$ cat src/rtl/bit_scan_encoder.sv
// -----------------------------------------------------------------------------
// bit_scan_encoder
//
// Sequential multi-hit encoder. An M-bit request vector is accepted through a
// valid/ready handshake. The block then emits the index of every set bit, one
// index per output beat. The order is LSB-first, or MSB-first when MSB_FIRST=1.
// The popcount of the vector is reported for the whole operation. An all-zero
// vector produces a single beat that is flagged with out_zero.
//
// Ports:
//   clk        clock; all state changes on the rising edge
//   rst        synchronous, active-high reset
//   in_valid   in_vec is valid
//   in_ready   block can accept a vector (high only in IDLE)
//   in_vec     request vector
//   out_valid  out_idx / out_last / out_zero are valid
//   out_ready  consumer takes the current beat
//   out_idx    index of the current set bit (0 on a zero beat)
//   out_last   current beat is the final beat for this vector
//   out_zero   accepted vector was all zeros
//   out_total  popcount of the accepted vector; held until the next accept
// -----------------------------------------------------------------------------
module bit_scan_encoder #(
    parameter int  M         = 16,
    parameter bit  MSB_FIRST = 1'b0,
    localparam int N         = $clog2(M)
) (
    input  logic         clk,
    input  logic         rst,
    input  logic         in_valid,
    output logic         in_ready,
    input  logic [M-1:0] in_vec,
    output logic         out_valid,
    input  logic         out_ready,
    output logic [N-1:0] out_idx,
    output logic         out_last,
    output logic         out_zero,
    output logic [N:0]   out_total
);

    typedef enum logic {
        IDLE = 1'b0,
        EMIT = 1'b1
    } state_t;

    state_t       state;
    logic [M-1:0] pending;
    logic [M-1:0] cleared;

    // This function returns the index of the next bit to emit. In ascending mode
    // that is the lowest set bit. In descending mode it is the highest set bit.
    // The loop lets the wanted bit overwrite every earlier candidate.
    function automatic logic [N-1:0] scan_idx(input logic [M-1:0] v);
        logic [N-1:0] idx;
        idx = '0;
        for (int i = 0; i < M; i++) begin
            if (MSB_FIRST) begin
                if (v[i]) idx = N'(i);
            end else begin
                if (v[M-1-i]) idx = N'(M-1-i);
            end
        end
        return idx;
    endfunction

    function automatic logic [N:0] pop_count(input logic [M-1:0] v);
        logic [N:0] cnt;
        cnt = '0;
        for (int i = 0; i < M; i++) begin
            cnt = cnt + {{N{1'b0}}, v[i]};
        end
        return cnt;
    endfunction

    // The result is true when v has zero set bits or exactly one set bit.
    // Either case makes the current beat the last beat.
    function automatic logic at_most_one(input logic [M-1:0] v);
        return (v & (v - M'(1))) == '0;
    endfunction

    // This is the pending vector with the bit currently on out_idx removed.
    // It becomes the next pending vector after a non-final beat transfers.
    assign cleared   = pending & ~(M'(1) << out_idx);

    assign in_ready  = (state == IDLE);
    assign out_valid = (state == EMIT);

    // out_idx, out_last and out_zero are registered. Each one is computed from
    // the vector that will be pending next, so the outputs depend only on flops.
    // NOTE: every register here is assigned with <= so that all of them update
    // from the values that existed before the edge, whatever the statement order.
    always_ff @(posedge clk) begin
        if (rst) begin
            // NOTE: this reset is synchronous and has priority over any handshake
            // in the same cycle. A vector that was still being emitted is dropped.
            state     <= IDLE;
            pending   <= '0;
            out_idx   <= '0;
            out_last  <= 1'b0;
            out_zero  <= 1'b0;
            out_total <= '0;
        end else begin
            case (state)
                IDLE: begin
                    if (in_valid) begin
                        pending   <= in_vec;
                        out_total <= pop_count(in_vec);
                        out_idx   <= scan_idx(in_vec);
                        out_last  <= at_most_one(in_vec);
                        out_zero  <= (in_vec == '0);
                        state     <= EMIT;
                    end
                end
                EMIT: begin
                    if (out_ready) begin
                        if (out_last) begin
                            state    <= IDLE;
                            pending  <= '0;
                            out_idx  <= '0;
                            out_last <= 1'b0;
                            out_zero <= 1'b0;
                        end else begin
                            pending  <= cleared;
                            out_idx  <= scan_idx(cleared);
                            out_last <= at_most_one(cleared);
                        end
                    end
                end
                default: state <= IDLE;
            endcase
        end
    end

endmodule

$ cat config.mk
export PLATFORM = sky130hd
export DESIGN_NAME = bit_scan_encoder
export DESIGN_NICKNAME = d
export VERILOG_FILES = /design/src/rtl/bit_scan_encoder.sv
export SDC_FILE = /design/constraint.sdc
export NUM_CORES = 1
export LEC_CHECK = 0
export CELL_PAD_IN_SITES_DETAIL_PLACEMENT = 0
export CELL_PAD_IN_SITES_GLOBAL_PLACEMENT = 2
export CORE_MARGIN = 5
export CORE_UTILIZATION = 30
export CTS_BUF_LIST = sky130_fd_sc_hd__clkbuf_4 sky130_fd_sc_hd__clkbuf_8
export CTS_CLUSTER_SIZE = 8
export DETAILED_ROUTE_END_ITERATION = 12
export PLACE_DENSITY_LB_ADDON = 0.25
export SKIP_CTS_REPAIR_TIMING = 1
export SLEW_MARGIN = 20
export SYNTH_ARGS = -nofsm -noshare
export SYNTH_HDL_FRONTEND = slang
export SYNTH_SLANG_ARGS = --single-unit
$ cat constraint.sdc
create_clock -name clk -period 3.2 [get_ports clk]
set_input_delay 0.32 -clock clk [delete_from_list [all_inputs] [get_ports clk]]
set_output_delay 0.32 -clock clk [all_outputs]
set_load 0.01 [all_outputs]
==> flow_metrics.env <==
export IMPL_async_flop_share=0
export IMPL_final_util=0.376
export IMPL_ir_worst_vdd_mv=0.258
export IMPL_gr_usage_all_layers=0.164
export IMPL_status="complete, but fails checks"
export IMPL_nNetsFinal=432
export IMPL_critical_path_cell_chain="dlymetal6s2s_1, fa_1, fa_1, inv_2, fa_1, fa_2, inv_2, ha_4, inv_2, fa_2, a211oi_1"
export IMPL_p_sw_frac=0.397
export IMPL_transition_time_at_the_pin_with_the_least_slew_margin_ns=0.610
export IMPL_sequential_area_share_after_synthesis=0.216
export IMPL_globalplace_congestion=0.817
export IMPL_numPortBuffers=32
export IMPL_synth_yosys_warnings=0
export IMPL_grt_start_max_net_pins=30
export IMPL_grt_antenna_before_repair=0
export IMPL_cap_violations=0
export IMPL_yosys_register_bits=28
export IMPL_post_synth_top_area_fraction=0.216
export IMPL_cts_root_buf="clkbuf_8"
export IMPL_tritoncts="done"
export IMPL_clkSlewWorstSetupHoldPaths_ns=0.09
export IMPL_max_freq_ghz=0.310
export IMPL_p_comb_frac=0.514
export IMPL_insertion_delay_ns=0.28
export IMPL_final_common_cell="nor2_1"
export IMPL_dr_total_vias=2721
export IMPL_floorplan_initialDensity=0.302
export IMPL_grt_pass1_vias=2639
export IMPL_synth_edf_count=0
export IMPL_timing_final_crit_share=1.01
export IMPL_final_cell_mix="nor2_1 (41), o21ai_0 (33), nand2_1 (28), dfxtp_1 (28), buf_4 (27)"
export IMPL_die_h_um=103
export IMPL_drt_pass1_iter_count=4
export IMPL_antenna_violating_nets_post_route=0
export IMPL_first_iter_violations=91
export IMPL_synth_area_um2=2590
export IMPL_routed_via_density=5.42
export IMPL_synth_nets=389
export IMPL_report_final_setup_viol=2
export IMPL_class_of_the_most_critical_setup_path="in -> reg"
export IMPL_start_kind="input pin"
export IMPL_grt_first_pass_wirelength_um=13600
export IMPL_cp_required_ns=3.40
export IMPL_power_per_cell_area_nw_per_um2=435
export IMPL_synth_top_cell_by_area="dfxtp_1"
export IMPL_hold_class="reg -> reg"
export IMPL_timing_final_crit_period_ns=3.23
export IMPL_setup_repair_after_global_routing_missed_its_margin="true"
export IMPL_syn_avg_cell_area_um2=7.37
export IMPL_post_synth_main_area_contributors="dfxtp_1 (22%), fa_1 (7.7%), o21ai_0 (6.4%)"
export IMPL_syn_instance_count=352
export IMPL_worst_slew_margin_rel=0.593
export IMPL_detail_route_drc_violations=0
export IMPL_io_pins=33
export IMPL_library_cells_used_by_synthesis=55
export IMPL_power_leakage_nw=1.20
export IMPL_global_route_overflow_total=0
export IMPL_core_rowCount=34
export IMPL_cts_buffers_inserted=3
export IMPL_drt_total_wl_um=8470
export IMPL_finalClockSkew_ns=0.00649
export IMPL_critical_path_max_fanout=2
export IMPL_finalWorstSetupSlack_ns=-0.0310
export IMPL_core_um2=8590
export IMPL_total_power_w=0.00141
export IMPL_arrival_ns=3.43
export IMPL_avgRoutedWirePerCell_um=16.9
export IMPL_hold_viol=0
export IMPL_maxSlewViolCount=0
export IMPL_h_tree_depth=1
export IMPL_clock_power_share=0.159
export IMPL_synthFlopType="dfxtp_1"
export IMPL_dp_hpwl_um=6690
export IMPL_max_stage_delay_ns=0.58
export IMPL_syn2layout_area_growth_pct=24.6
export IMPL_violations="setup timing"
export IMPL_cts_sinks=28
export IMPL_power_net_switching_w=0.000559
export IMPL_power_sequential_fraction=0.327
export IMPL_intPower_w=0.000849
export IMPL_clk_path_buf_depth=2
export IMPL_critical_path_endpoint_type="register"
export IMPL_die_area_um2=10600
export IMPL_antenna_cells_inserted=0
export IMPL_crit_slowest_cell="fa_2"
export IMPL_die_width_um=103
export IMPL_layout_drive_gt1_share=0.152
==> stage by stage <==
| step | setup WS (ns) | hold WS, ns | instances | TNS (ns) | instance area [µm²] |
|---|---|---|---|---|---|
| after CTS | -0.364 | 0.461 | 501 | -1.32 | 3220 |
| after floorplan | -0.0548 | 0.476 | 352 | -0.150 | 2630 |
| final | -0.0310 | 0.463 | 502 | -0.0496 | 3230 |
| after detailed placement | -0.651 | 0.449 | 497 | -2.70 | 3160 |
| after global routing | -0.149 | 0.502 | 502 | -0.459 | 3230 |
| after global placement | -0.591 | 0.448 | 497 | -2.42 | 3160 |
==> layer usage <==
| layer | GRT usage | wire length [µm] | part of all wire | vias to the layer above |
|---|---|---|---|---|
| li1 | - | - | - | 1388 |
| met1 | 0.242 | 4270 | 0.50 | 1282 |
| met2 | 0.260 | 3960 | 0.47 | 49 |
| met3 | 0.0129 | 191 | 0.023 | 2 |
| met4 | 0.0349 | 47 | 0.0055 | 0 |
| met5 | 0 | 0 | 0 | - |
==> registers in the layout, summed over array words and instances, names as in the netlist <==
| signal | count |
|---|---|
| out_zero | 1 |
| out_valid | 1 |
| out_last | 1 |
| out_idx | 4 |
| out_total | 5 |
| pending | 16 |
==> Yosys cell counts, types with 2 or more instances <==
library cell,number
o21a_1,3
a211oi_1,12
clkbuf_1,13
nor3_1,13
nor4_1,5
o22ai_1,4
o21bai_1,3
or3_1,2
buf_1,3
inv_1,24
o31a_1,2
o22a_1,3
nand2_1,28
mux2i_1,2
o32ai_1,3
a21o_1,3
dfxtp_1,28
nand3_1,11
o21ai_0,33
nor2b_1,4
nor2_1,41
xnor2_1,3
a221oi_1,5
and2_1,2
a21oi_1,24
mux2_2,4
o31ai_1,3
and3_1,3
o32a_1,2
nor3b_1,2
ha_1,7
buf_2,4
nand2b_1,7
o211ai_1,7
o311ai_0,3
fa_1,10
a31oi_1,8
==> logic make-up after synthesis <==
| logic type | count (synthesis) | share of synthesized area |
|---|---|---|
| buffers and inverters | 45 | 0.0699 |
| muxes | 7 | 0.0309 |
| and+or+nand+nor | 123 | 0.229 |
| DFF | 28 | 0.216 |
| AOI/OAI and AO/OA | 129 | 0.333 |
| xor gates and xnor gates | 3 | 0.0101 |
| adders and majority gates | 17 | 0.111 |
==> power groups by stage <==
stage / sequential (W) / clock [W] / combinational (W)
after floorplan: 0.000444 / 0 / 0.000490
after global placement: 0.000468 / 0 / 0.000708
after detailed placement: 0.000468 / 0 / 0.000706
after CTS: 0.000460 / 0.000236 / 0.000710
after global routing: 0.000469 / 0.000255 / 0.000821
final: 0.000461 / 0.000223 / 0.000723
==> area by class of cell <==
class	instances	area, µm²
inverter	24	92.6
clock buffer	4	55.1
tap	108	135
fill	954	5360
sequential	28	561
timing repair buffer	59	509
multi-input combinational	279	1880
==> path summary, 6_finish.rpt <==
kind,startpoint,to,slack [ns],cells past startpoint
max,in_vec[13],out_total[1],-0.03,11
min,out_total[2],out_total[2],0.46,2
max reg2reg,out_idx[0],out_last,0.62,7
min reg2reg,out_total[2],out_total[2],0.46,2
==> critical path: cells and delay by family <==
family	cells	cell delay, ns
AO/OA/AOI/OAI	1	0.20
adder cells (fa/ha/maj)	6	2.63
buffers and inverters	4	0.27
No activity file was read; power rests on OpenSTA's default activity.
==> patch 1 (same settings) <==
The parameter `M` goes from 16 to 8.
--- a/src/rtl/bit_scan_encoder.sv
+++ b/src/rtl/bit_scan_encoder.sv
@@ -21,7 +21,7 @@
 //   out_total  popcount of the accepted vector; held until the next accept
 // -----------------------------------------------------------------------------
 module bit_scan_encoder #(
-    parameter int  M         = 16,
+    parameter int  M         = 8,
     parameter bit  MSB_FIRST = 1'b0,
     localparam int N         = $clog2(M)
 ) (
Interface: changed (resized in_vec, out_idx and out_total); port bits go from 33 to 23. The function was not compared with the original's and may differ.
==> patch 1 against the original RTL <==
  * Sequential cell count is 10 lower
  * Worst setup slack better by 0.13 ns
  * First-iteration DRC count is 23% higher
  * Synthesized area is 45% lower
  * Power is 48% lower
  * Synthesized cell count is 47% lower
  * Final area is 45% lower
  * Wire length is 50% lower
  * Critical path depth is 1 lower
  * Highest routed layer unchanged
==> patch 1: results (changes against the original RTL) <==
- Status: complete, no violations (was finished with violations)
- FF-to-FF Start: out_idx[2] (was out_idx[0])
- 1st-iter DRT viols: 112 (was 91)
- Multi-input comb cells: 144 (was 279)
- # port buffers: 22 (was 32)
- Placer congestion estimate: 0.8260 (was 0.8171)
- Largest regs: pending x8, out_total x4, out_idx x3 (was pending x16, out_total x5, out_idx x4)
- Wire per inst: 15.88 um (was 16.87 um)
- Arrival time worst endpoint: 3.27 ns (was 3.43 ns)
- Most instantiated cells after synthesis: nor2_1 (22), a21oi_1 (20), dfxtp_1 (18) (was nor2_1 (41), o21ai_0 (33), dfxtp_1 (28), nand2_1 (28))
- Clk slew on worst S/H paths: 0.07 ns (was 0.09 ns)
- Inverters: 16 (was 24)
- # placed instances: 261 (was 497)
- Final non-clock buffer share: 15.41% (was 15.75%)
- First-pass GRT wire length: 7.410 mm (was 13.64 mm)
- Nets@finish: 233 (was 432)
- Max Clock Skew: 0.003285 ns (was 0.006494 ns)
- Hold Crit Start: out_total[1] (was out_total[2])
- Dpl ws: -0.1881 ns (was -0.6510 ns)
- Fillers: 491 (was 954)
- Clk_lat worst skew: 0.26 ns (was 0.28 ns)
- CTS H-tree lvls: 1 (unchanged)
- CP max stage delay: 0.56 ns (was 0.58 ns)
- Post-synthesis sequential area ratio: 25.35% (was 21.60%)
- Largest cells by area after synthesis: dfxtp_1 (25%), a21oi_1 (7.0%), nor2_1 (5.8%) (was dfxtp_1 (22%), fa_1 (7.7%), o21ai_0 (6.4%))
- Initial core utilization: 30.50% (was 30.20%)
- CP max stage cell: fa_1 (was fa_2)
- Placed cell area: 1715 sq um (was 3163 sq um)
- Non-Filler Instances: 265 (was 502)
- ClkCell Share: 3.110% (was 1.703%)
- Final-layout clock buffer total: 4 (unchanged)
- Synth Instances: 186 (was 352)
- Slew @ Worst Pin: 0.7758 ns (was 0.6099 ns)
- Crit share post-route: 96.76% (was 101.0%)
- Leak: 0.6786 nW (was 1.205 nW)
- DP HPWL: 3.302 mm (was 6.694 mm)
- FFs w/ async S/R, synth: 0% (unchanged)
- Max FO, Critical Path: 2 (unchanged)
- Nonclk buf count: 29 (was 59)
- Sequential cell area share: 20.35% (was 17.34%)
- Largest net degree at the start of global routing: 21 (was 30)
- Seq cells: 18 (was 28)
- Area occupied by multi-input gates: 954.7 sq um (was 1881 sq um)
- GRT Overall Usage: 14.66% (was 16.37%)
- Top_reg_cell synth: dfxtp_1 (unchanged)
- Syn Nets: 207 (was 389)
- Bufs on Longest Clock Path: 2 (unchanged)
- Via count: 1493 (was 2721)
- Share of cells above drive strength 1: 6.161% (was 15.23%)
- Drc violations: 0 (unchanged)
- Peak VDD IR: 0.2368 mV (was 0.2584 mV)
- CTS root buf: clkbuf_8 (unchanged)
- CP Launch Point: in_vec[0] (was in_vec[13])
- Distinct cells, synth: 45 (was 55)
- Yosys warns: 0 (unchanged)
[patch 1: cell types whose count changed after synthesis, moves of 8 or more]
cell,delta
o21ai_0,-20
nor2_1,-19
nand2_1,-15
dfxtp_1,-10
a211oi_1,-9
nor3_1,-9
clkbuf_1,-8
inv_1,-8
nand3_1,-8
[patch 1: cells by family (layout without fill, tap and decap cells)]
kind of cell	after synthesis	count (layout)	share of synthesized area, %
fa+ha+maj	9	9	10.04
buf+inv	24	49	7.482
compound gates	67	67	31.25
xor+xnor	2	2	1.233
simple gates	65	65	23.94
mux	1	1	0.7043
flops	18	18	25.35
[patch 1: routing by layer]
metal | global-route usage [%] | vias up | routed length [um] | share of wire (%)
li1 | - | 734 | - | -
met1 | 19.60 | 725 | 1983 | 47
met2 | 24.70 | 30 | 2063 | 49
met3 | 3.628 | 4 | 144 | 3.4
met4 | 1.546 | 0 | 17 | 0.40
met5 | 0 | - | 0 | 0
[patch 1: final timing paths]
kind              slack [ns]      endpoint  cells past startpoint
hold reg to reg         0.46  out_total[1]                      2
hold / removal          0.46  out_total[1]                      2
setup reg to reg        0.98      out_last                      5
setup / recovery        0.10  out_total[2]                     10
[patch 1: metrics by stage]
stage          util (%)  setup TNS (ns)
6_report          37.99               0
5_1_grt           37.99               0
4_1_cts           37.99               0
3_5_place_dp      36.81         -0.2764
3_3_place_gp      36.81         -0.1752
2_1_floorplan         -               0
[patch 1: worst min-delay path: stages (launching register included)]
cell,delay [ns]
dfxtp_1,0.31
nand2_1,0.05
a21oi_1,0.05
[patch 1: power by group]
part | switching (mW) | leakage, nW | internal [mW]
Combinational | 0.132 | 0.502 | 0.125
Sequential | 0.0417 | 0.148 | 0.245
Clock | 0.0769 | 0.0288 | 0.109
Total | 0.251 | 0.679 | 0.479
==> patch 2 (same flow settings) <==
Made on the original files. Reset style: asynchronous (`rst`), changed in one clocked block. Comments in the files are not updated.
--- a/src/rtl/bit_scan_encoder.sv
+++ b/src/rtl/bit_scan_encoder.sv
@@ -89,7 +89,7 @@
     // the vector that will be pending next, so the outputs depend only on flops.
     // NOTE: every register here is assigned with <= so that all of them update
     // from the values that existed before the edge, whatever the statement order.
-    always_ff @(posedge clk) begin
+    always_ff @(posedge clk or posedge rst) begin
         if (rst) begin
             // NOTE: this reset is synchronous and has priority over any handshake
             // in the same cycle. A vector that was still being emitted is dropped.
Behaviour: differs if rst is asserted again (counterexample within 4 cycles, from zero or initial values and one cycle with rst high); with rst held inactive, the same outputs for 4 cycles.
==> patch 2 against the original RTL <==
  * The flow still finishes with violations (setup timing)
  * Largest power group unchanged
  * Wire length shrank 6.2%
  * Maximum frequency grew 0.63%
  * Worst setup slack gained 0.020 ns
  * Sequential cell count is the same
  * Synthesized area grew 2.6%
  * Critical endpoint is now out_total[3]
  * Final area grew 3.3%
  * Power grew 59%
  * Synthesized cell count shrank 8.2%
==> patch 2: results (changes against the original RTL) <==
- M1 wire length: 3.741 mm (was 4.274 mm)
- Area occupied by multi-input gates: 1784 sq um (was 1881 sq um)
- Mux cell area share after synthesis: 0.7519% (was 3.086%)
- Final setup TNS: -0.01090 ns (was -0.04963 ns)
- Slew @ Worst Pin: 0.7877 ns (was 0.6099 ns)
- Share of cells above drive strength 1: 16.58% (was 15.23%)
- ClkCell Share: 1.649% (was 1.703%)
- Met2 wire len: 3.878 mm (was 3.957 mm)
- Post-route setup slack: -0.01090 ns (was -0.03098 ns)
- Failing checks: setup timing (unchanged)
- Drt total wl: 7.948 mm (was 8.471 mm)
- Syn Nets: 360 (was 389)
- Met2 Track Usage GR: 24.54% (was 26.00%)
- First-pass GRT wire length: 13.15 mm (was 13.64 mm)
- Most instantiated cells after synthesis: o21ai_0 (45), dfrtp_1 (28), inv_1 (28) (was nor2_1 (41), o21ai_0 (33), dfxtp_1 (28), nand2_1 (28))
- Status: finished with violations (unchanged)
- Leak: 1.363 nW (was 1.205 nW)
- Synth Area per Inst: 8.243 sq um (was 7.372 sq um)
- Hold crit path type: input port to async pin (was register to register)
- Multi-input comb cells: 251 (was 279)
- FFs w/ async S/R, synth: 100.0% (was 0%)
- Met3 Use GR: 0.9932% (was 1.286%)
- Vias in the first global route: 2517 (was 2639)
- Endpoints failing setup: 1 (was 2)
- Via/cell ratio: 5.313 (was 5.420)
- Inverters: 28 (was 24)
- Post-synthesis compound-gate area fraction: 32.14% (was 33.32%)
- Largest net degree at the start of global routing: 29 (was 30)
- Top_reg_cell synth: dfrtp_1 (was dfxtp_1)
- Reg area: 700.7 sq um (was 560.5 sq um)
- Largest cells by area after synthesis: dfrtp_1 (26%), o21ai_0 (8.5%), fa_1 (7.5%) (was dfxtp_1 (22%), fa_1 (7.7%), o21ai_0 (6.4%))
- Max Clock Skew: 0.004426 ns (was 0.006494 ns)
- Sequential cell area share: 20.99% (was 17.34%)
- CP max stage delay: 0.56 ns (was 0.58 ns)
- Dpl ws: -0.6830 ns (was -0.6510 ns)
==> patch 2: stage by stage <==
stage | hold WS (ns) | instances
after global routing | 0.4523 | 482
after floorplan | 0.3854 | 323
final | 0.4091 | 482
after CTS | 0.4256 | 481
after global placement | 0.4616 | 477
after detailed placement | 0.4743 | 477
==> patch 2: path summary, 6_finish.rpt <==
| check | startpoint | endpoint | slack [ns] | cells past startpoint |
|---|---|---|---|---|
| max | in_vec[15] | out_total[3] | -0.01 | 13 |
| min | rst | out_valid | 0.41 | 3 |
| max reg2reg | out_idx[2] | out_last | 0.57 | 7 |
| min reg2reg | out_total[0] | out_total[0] | 0.49 | 2 |
| max in group asynchronous | rst | pending[11] | 2.50 | 3 |
| min in group clk | out_total[0] | out_total[0] | 0.49 | 2 |
==> patch 2: where the power goes <==
| part | internal [mW] | switching, mW |
|---|---|---|
| Combinational | 0.632 | 0.654 |
| Sequential | 0.479 | 0.239 |
| Clock | 0.110 | 0.118 |
| Total | 1.22 | 1.01 |
